`config.mk`:
```
export PLATFORM = sky130hd
export DESIGN_NAME = pipeline_ctrl
export DESIGN_NICKNAME = d
export VERILOG_FILES = /design/src/rtl/pipeline_ctrl_pkg.sv /design/src/rtl/pipeline_ctrl_hazard_detect.sv /design/src/rtl/pipeline_ctrl.sv
export SDC_FILE = /design/constraint.sdc
export NUM_CORES = 1
export LEC_CHECK = 0
export ABC_AREA = 1
export CORE_UTILIZATION = 33
export CTS_CLUSTER_DIAMETER = 40
export DETAILED_ROUTE_END_ITERATION = 12
export PLACE_DENSITY = 0.77
export SYNTH_ARGS = -nofsm -noshare
export SYNTH_HDL_FRONTEND = slang
export SYNTH_SLANG_ARGS = --single-unit
export TNS_END_PERCENT = 50
```
`constraint.sdc`:
```
create_clock -name clk -period 1.3 [get_ports clk]
set_input_delay 0.13 -clock clk [delete_from_list [all_inputs] [get_ports clk]]
set_output_delay 0.13 -clock clk [all_outputs]
set_load 0.02 [all_outputs]
```
`src/rtl/pipeline_ctrl_pkg.sv`:
```
// Shared definitions for the pipeline stall/flush sequencer: FSM state
// encodings and the register-address constants used by hazard detection.
package pipeline_ctrl_pkg;

    localparam int REG_ADDR_W = 5;
    localparam logic [REG_ADDR_W-1:0] REG_X0 = 5'd0;

    typedef enum logic [1:0] {
        ST_INIT     = 2'b00,
        ST_RUN      = 2'b01,
        ST_MEM_WAIT = 2'b10,
        ST_HALT     = 2'b11
    } ctrl_state_e;

endpackage

```
`src/rtl/pipeline_ctrl_hazard_detect.sv`:
```
// Load-use hazard detection: the instruction in EX is a load whose
// destination is read by the instruction in ID. Writes to x0 never hazard.
module pipeline_ctrl_hazard_detect
    import pipeline_ctrl_pkg::*;
(
    input  logic [REG_ADDR_W-1:0] rs1_addr,
    input  logic [REG_ADDR_W-1:0] rs2_addr,
    input  logic                  rs1_used,
    input  logic                  rs2_used,
    input  logic                  ex_mem_read,
    input  logic [REG_ADDR_W-1:0] ex_rd_addr,
    output logic                  load_use
);

    logic rs1_hit;
    logic rs2_hit;

    assign rs1_hit  = rs1_used && (rs1_addr == ex_rd_addr);
    assign rs2_hit  = rs2_used && (rs2_addr == ex_rd_addr);
    assign load_use = ex_mem_read && (ex_rd_addr != REG_X0) && (rs1_hit || rs2_hit);

endmodule

```
`src/rtl/pipeline_ctrl.sv`:
```
// Stall/flush sequencer for the 5-stage pipeline. Optional performance
// counters are built only when PIPE_CTRL_PERF_CNT_EN is defined.
//
// state    | meaning
// INIT     | flushing all stage registers to bubbles after reset
// RUN      | normal issue; redirect / load-use / memory-wait resolution
// MEM_WAIT | pipeline frozen until data memory completes
// HALT     | memory timeout; everything held, exit only via reset
module pipeline_ctrl
    import pipeline_ctrl_pkg::*;
#(
    parameter int PIPE_DEPTH  = 4,
    parameter int MEM_TIMEOUT = 64,
    parameter int CNT_W       = 32
) (
    input  logic             clk,
    input  logic             rst_n,
    input  logic [4:0]       id_rs1_addr_i,
    input  logic [4:0]       id_rs2_addr_i,
    input  logic             id_rs1_used_i,
    input  logic             id_rs2_used_i,
    input  logic             ex_mem_read_i,
    input  logic [4:0]       ex_rd_addr_i,
    input  logic             ex_redirect_i,
    input  logic             mem_req_i,
    input  logic             mem_ready_i,
    output logic             pc_write_o,
    output logic             if_id_write_o,
    output logic             if_id_flush_o,
    output logic             id_ex_write_o,
    output logic             id_ex_flush_o,
    output logic             ex_mem_write_o,
    output logic             mem_wb_flush_o,
    output logic             halted_o,
    output logic             mem_err_o,
    output logic [CNT_W-1:0] stall_cnt_o,
    output logic [CNT_W-1:0] flush_cnt_o
);

    localparam int INIT_W = (PIPE_DEPTH > 1) ? $clog2(PIPE_DEPTH) : 1;
    localparam logic [INIT_W-1:0] INIT_LAST = INIT_W'((PIPE_DEPTH > 0) ? PIPE_DEPTH - 1 : 0);
    localparam int WAIT_W = (MEM_TIMEOUT > 0) ? $clog2(MEM_TIMEOUT + 1) : 1;
    // Halt when the wait count would reach MEM_TIMEOUT on this not-ready cycle.
    localparam logic [WAIT_W-1:0] WAIT_LAST = WAIT_W'((MEM_TIMEOUT > 0) ? MEM_TIMEOUT - 1 : 0);

    ctrl_state_e       state, state_nxt;
    logic [INIT_W-1:0] init_cnt, init_cnt_nxt;
    logic [WAIT_W-1:0] wait_cnt, wait_cnt_nxt;
    logic              mem_err, mem_err_nxt;
    logic              load_use;
    logic              frozen;

    pipeline_ctrl_hazard_detect u_hazard_detect (
        .rs1_addr    (id_rs1_addr_i),
        .rs2_addr    (id_rs2_addr_i),
        .rs1_used    (id_rs1_used_i),
        .rs2_used    (id_rs2_used_i),
        .ex_mem_read (ex_mem_read_i),
        .ex_rd_addr  (ex_rd_addr_i),
        .load_use    (load_use)
    );

    always_ff @(posedge clk or negedge rst_n) begin
        if (!rst_n) begin
            state    <= ST_INIT;
            init_cnt <= '0;
            wait_cnt <= '0;
            mem_err  <= 1'b0;
        end else begin
            state    <= state_nxt;
            init_cnt <= init_cnt_nxt;
            wait_cnt <= wait_cnt_nxt;
            mem_err  <= mem_err_nxt;
        end
    end

    assign frozen = ((state == ST_RUN) && mem_req_i && !mem_ready_i) ||
                    ((state == ST_MEM_WAIT) && !mem_ready_i);

    always_comb begin
        state_nxt      = state;
        init_cnt_nxt   = init_cnt;
        wait_cnt_nxt   = wait_cnt;
        mem_err_nxt    = mem_err;
        pc_write_o     = 1'b0;
        if_id_write_o  = 1'b0;
        if_id_flush_o  = 1'b1;
        id_ex_write_o  = 1'b0;
        id_ex_flush_o  = 1'b1;
        ex_mem_write_o = 1'b0;
        mem_wb_flush_o = 1'b1;
        halted_o       = 1'b0;

        unique case (state)
            ST_INIT: begin
                if (init_cnt == INIT_LAST) begin
                    state_nxt    = ST_RUN;
                    init_cnt_nxt = '0;
                end else begin
                    init_cnt_nxt = init_cnt + 1'b1;
                end
            end
            ST_RUN, ST_MEM_WAIT: begin
                if (frozen) begin
                    if_id_flush_o = 1'b0;
                    id_ex_flush_o = 1'b0;
                    if (state == ST_RUN) begin
                        state_nxt    = ST_MEM_WAIT;
                        wait_cnt_nxt = WAIT_W'(1);
                    end else if ((MEM_TIMEOUT != 0) && (wait_cnt >= WAIT_LAST)) begin
                        state_nxt    = ST_HALT;
                        mem_err_nxt  = 1'b1;
                        wait_cnt_nxt = wait_cnt + 1'b1;
                    end else begin
                        wait_cnt_nxt = wait_cnt + 1'b1;
                    end
                end else begin
                    pc_write_o     = 1'b1;
                    if_id_write_o  = 1'b1;
                    if_id_flush_o  = 1'b0;
                    id_ex_write_o  = 1'b1;
                    id_ex_flush_o  = 1'b0;
                    ex_mem_write_o = 1'b1;
                    mem_wb_flush_o = 1'b0;
                    // A redirect squashes the ID instruction, so its hazard is moot.
                    if (ex_redirect_i) begin
                        if_id_flush_o = 1'b1;
                        id_ex_flush_o = 1'b1;
                    end else if (load_use) begin
                        pc_write_o    = 1'b0;
                        if_id_write_o = 1'b0;
                        id_ex_flush_o = 1'b1;
                    end
                    state_nxt    = ST_RUN;
                    wait_cnt_nxt = '0;
                end
            end
            ST_HALT: begin
                halted_o = 1'b1;
            end
            default: begin
                state_nxt = ST_HALT;
            end
        endcase
    end

    assign mem_err_o = mem_err;

`ifdef PIPE_CTRL_PERF_CNT_EN
    logic [CNT_W-1:0] stall_cnt;
    logic [CNT_W-1:0] flush_cnt;
    logic             run_like;

    assign run_like = (state == ST_RUN) || (state == ST_MEM_WAIT);

    always_ff @(posedge clk or negedge rst_n) begin
        if (!rst_n) begin
            stall_cnt <= '0;
            flush_cnt <= '0;
        end else begin
            if (run_like && !pc_write_o && (stall_cnt != '1)) begin
                stall_cnt <= stall_cnt + 1'b1;
            end
            if (run_like && pc_write_o && ex_redirect_i && (flush_cnt != '1)) begin
                flush_cnt <= flush_cnt + 1'b1;
            end
        end
    end

    assign stall_cnt_o = stall_cnt;
    assign flush_cnt_o = flush_cnt;
`else
    assign stall_cnt_o = '0;
    assign flush_cnt_o = '0;
`endif

endmodule

```
==> impl_results.md <==
- Port Buffers: 31
- Multi-input logic area: 930.9 µm²
- Hold-fix buffers, CTS: 0
- CP Data Arrival Time: 1.50 ns
- DR iter-0 viols: 56
- Inserted Clock Buffers: 3
- Pwr/cell area: 1487 mW/mm²
- Mapped Cells: 218
- Post-synthesis sequential area ratio: roughly 20%
- Vias: around 1300
- Initial Util: about 34%
- Die H: 69.20 µm
- GP Congestion: between 0.9 and 1
- Setup ws final: -0.3324 ns
- Crit Path Category: reg -> out
- CP required: about 1.2 ns
- Post-layout util: 44.31%
- Worst vdd ir: around 800 µV
- Core box area: 0.004354 mm²
- Top cell type's share of synthesized area: about 33%
- Clock-pin slew on the worst setup and hold paths: 0.05 ns
- Post-Place Cells: 309
- Global Route Usage Sum: 11.91%
- RSZ-0062 raised after global routing: true
- Max-Cap Viols: 0
- Die W: around 70 µm
- Synth cell types: 26
- Final HPWL DP: 2236 µm
- Synth area leader: buf_4
- Failing checks: design-rule violations, negative setup slack
- Worst Path Max Fanout: 4
- Worst-Skew Late Latency: 0.24 ns
- Met1 WL: 1111 µm
- H-tree depth: 1
- CTS tree: yes
- Yosys reg bits: 12
- Final Hold Fails: 0
- P&R area growth vs syn: 29.47%
- Final Instance Count excl. Fillers: between 300 and 400
- Seq. cell area: 301.5 µm²
- Die Area: approximately 0.0048 mm²
- Fmax: 0.6126 GHz
- CTS Buffer Depth: 2
- Routed wl met2: 1622 µm
- Count of final setup violators: 17
- First-pass GRT wire length: 4705 µm
- FILL cells: between 400 and 500
- Clock sinks: 12
- Clock root cell: clkbuf_8
- DRT Pass-1 Iters: 8
- Critical path endpoint category: output pin
- Post-route antenna net violation count: 0
- Vias per cell: 4.035
- Number of diodes: 0
- Worst setup SP type: register
- Layout Nets: 295
- Share of cells above drive strength 1: 23.86%
- Period utilization: 125.6%
- Core Rows: 24
- Area contributors post-synth: buf_4 33%, dfrtp_1 20%, nand2_1 12%
- Total gr overflow: 0
- Setup Skew: 0.005335 ns
- Final hold slack: 0.1889 ns
- Min-delay worst type: in -> async
- Ys Warns: 0
- Drt drc: 1
- Routed wire length: slightly below 3000 µm
- Leak: 1.061 nW
- Per-cell routed wire length: 9.231 µm
- Post-Synthesis Cell Area: 0.001490 mm²
- Met3 wire len: between 100 and 150 µm
- Status: finished, violations left
- Min Clock Period, post-route: 1.632 ns
- Max Used Layer: met4
- Slew Limit Fails: 0
- Mean Syn Cell Area: between 6 and 7 µm²
- Initial antenna violation count: 0
- # IOs: between 90 and 100
- Vias in the first global route: ~1100
- Largest net degree at the start of global routing: 13
[per-stage QoR]
step	worst slack (ns)	instance area [µm²]	TNS [ns]	power (mW)
after floorplan	-0.2431	1757	-0.9037	1.713
after global placement	-0.6934	1728	-7.155	2.133
after detailed placement	-0.7244	1728	-7.587	2.168
after CTS	-0.3446	1874	-4.769	2.717
after global routing	-0.4107	1929	-5.848	3.072
final	-0.3324	1929	-4.596	2.869
[metal layers]
layer,vias up,track usage (%)
met4,0,3.401
met5,-,0
met1,584,13.78
met3,4,2.616
li1,622,-
met2,65,21.79
[worst max-delay path: stages, from the launching register on]
cell and delay, ns:
dfrtp_1 0.38, inv_2 0.07, buf_6 0.12, ha_4 0.28
inv_6 0.05, nor2_4 0.12, buf_6 0.11, inv_2 0.03
buf_6 0.12
[registers in the layout, summed over array words and instances, names as in the netlist]
signal	flops
init_cnt	2
state	2
wait_cnt	7
mem_err_o	1
[cell usage after synthesis]
library cell	count
a21oi_1	2
a22o_1	1
buf_4	66
conb_1	1
dfrtp_1	12
ha_1	6
inv_1	31
inv_2	1
inv_4	1
mux2_2	1
nand2_1	48
nand2_2	1
nand2_4	2
nand3_1	9
nand3_2	1
nand4_1	1
nor2_1	16
nor2_2	2
nor2_8	1
o21ai_0	6
o21ai_1	1
o21ai_2	1
o21bai_1	1
o22ai_1	3
xnor2_1	1
xor2_1	2
[where the power goes]
group / switching, mW / internal (mW)
clock network: 0.131 / 0.204
logic: 1.13 / 0.895
registers: 0.0643 / 0.446
total: 1.32 / 1.54
[cells by family after synthesis]
kind of cell,Yosys count,synth area share [%]
buf+inv,99,41.73
simple gates,81,24.35
compound gates,15,5.962
flops,12,20.15
fa+ha+maj,6,5.038
xor+xnor,3,1.764
other cells,1,0.2516
mux,1,0.7556
[worst paths after layout]
path	from	to	slack, ns	cells after the start
setup / recovery	state[1]	mem_wb_flush_o	-0.33	8
hold / removal	rst_n	wait_cnt[3]	0.19	2
setup reg to reg	state[1]	state[1]	-0.30	13
hold reg to reg	mem_err_o	mem_err_o	0.48	1
max in group asynchronous	rst_n	state[0]	0.93	2
min in group clk	mem_err_o	mem_err_o	0.48	1
[cell type report]
type	instances	area share, %
clock buffer	3	2.140
sequential	12	15.63
timing repair buffer	46	23.54
inverter	33	7.069
tap	52	3.372
multi-input combinational	170	48.25
[repair_timing]
action,in CTS,in global routing
endpoints found under the setup margin,19,18
hold endpoints to repair,0,0
setup buffers,3,1
pin swaps,13,3
resized for setup,69,13
[layout by cell type (no fill, tap or decap), types with 2 or more instances in the layout]
master,netlist,final
ha_1,6,3
inv_2,1,6
nand3_1,9,7
nand2_4,2,2
o21ai_2,1,3
inv_1,31,24
buf_2,0,2
clkbuf_8,0,3
clkdlybuf4s50_1,0,22
nand2_2,1,2
o22ai_2,0,2
nand2_1,48,46
nor2_1,16,11
a21oi_1,2,2
dfrtp_1,12,11
nand3_2,1,3
ha_4,0,3
inv_6,0,2
conb_1,1,64
nor2_2,2,6
o21ai_4,0,2
xor2_1,2,2
buf_4,66,8
o21ai_0,6,2
buf_6,0,12
No activity file was read; power rests on OpenSTA's default activity.
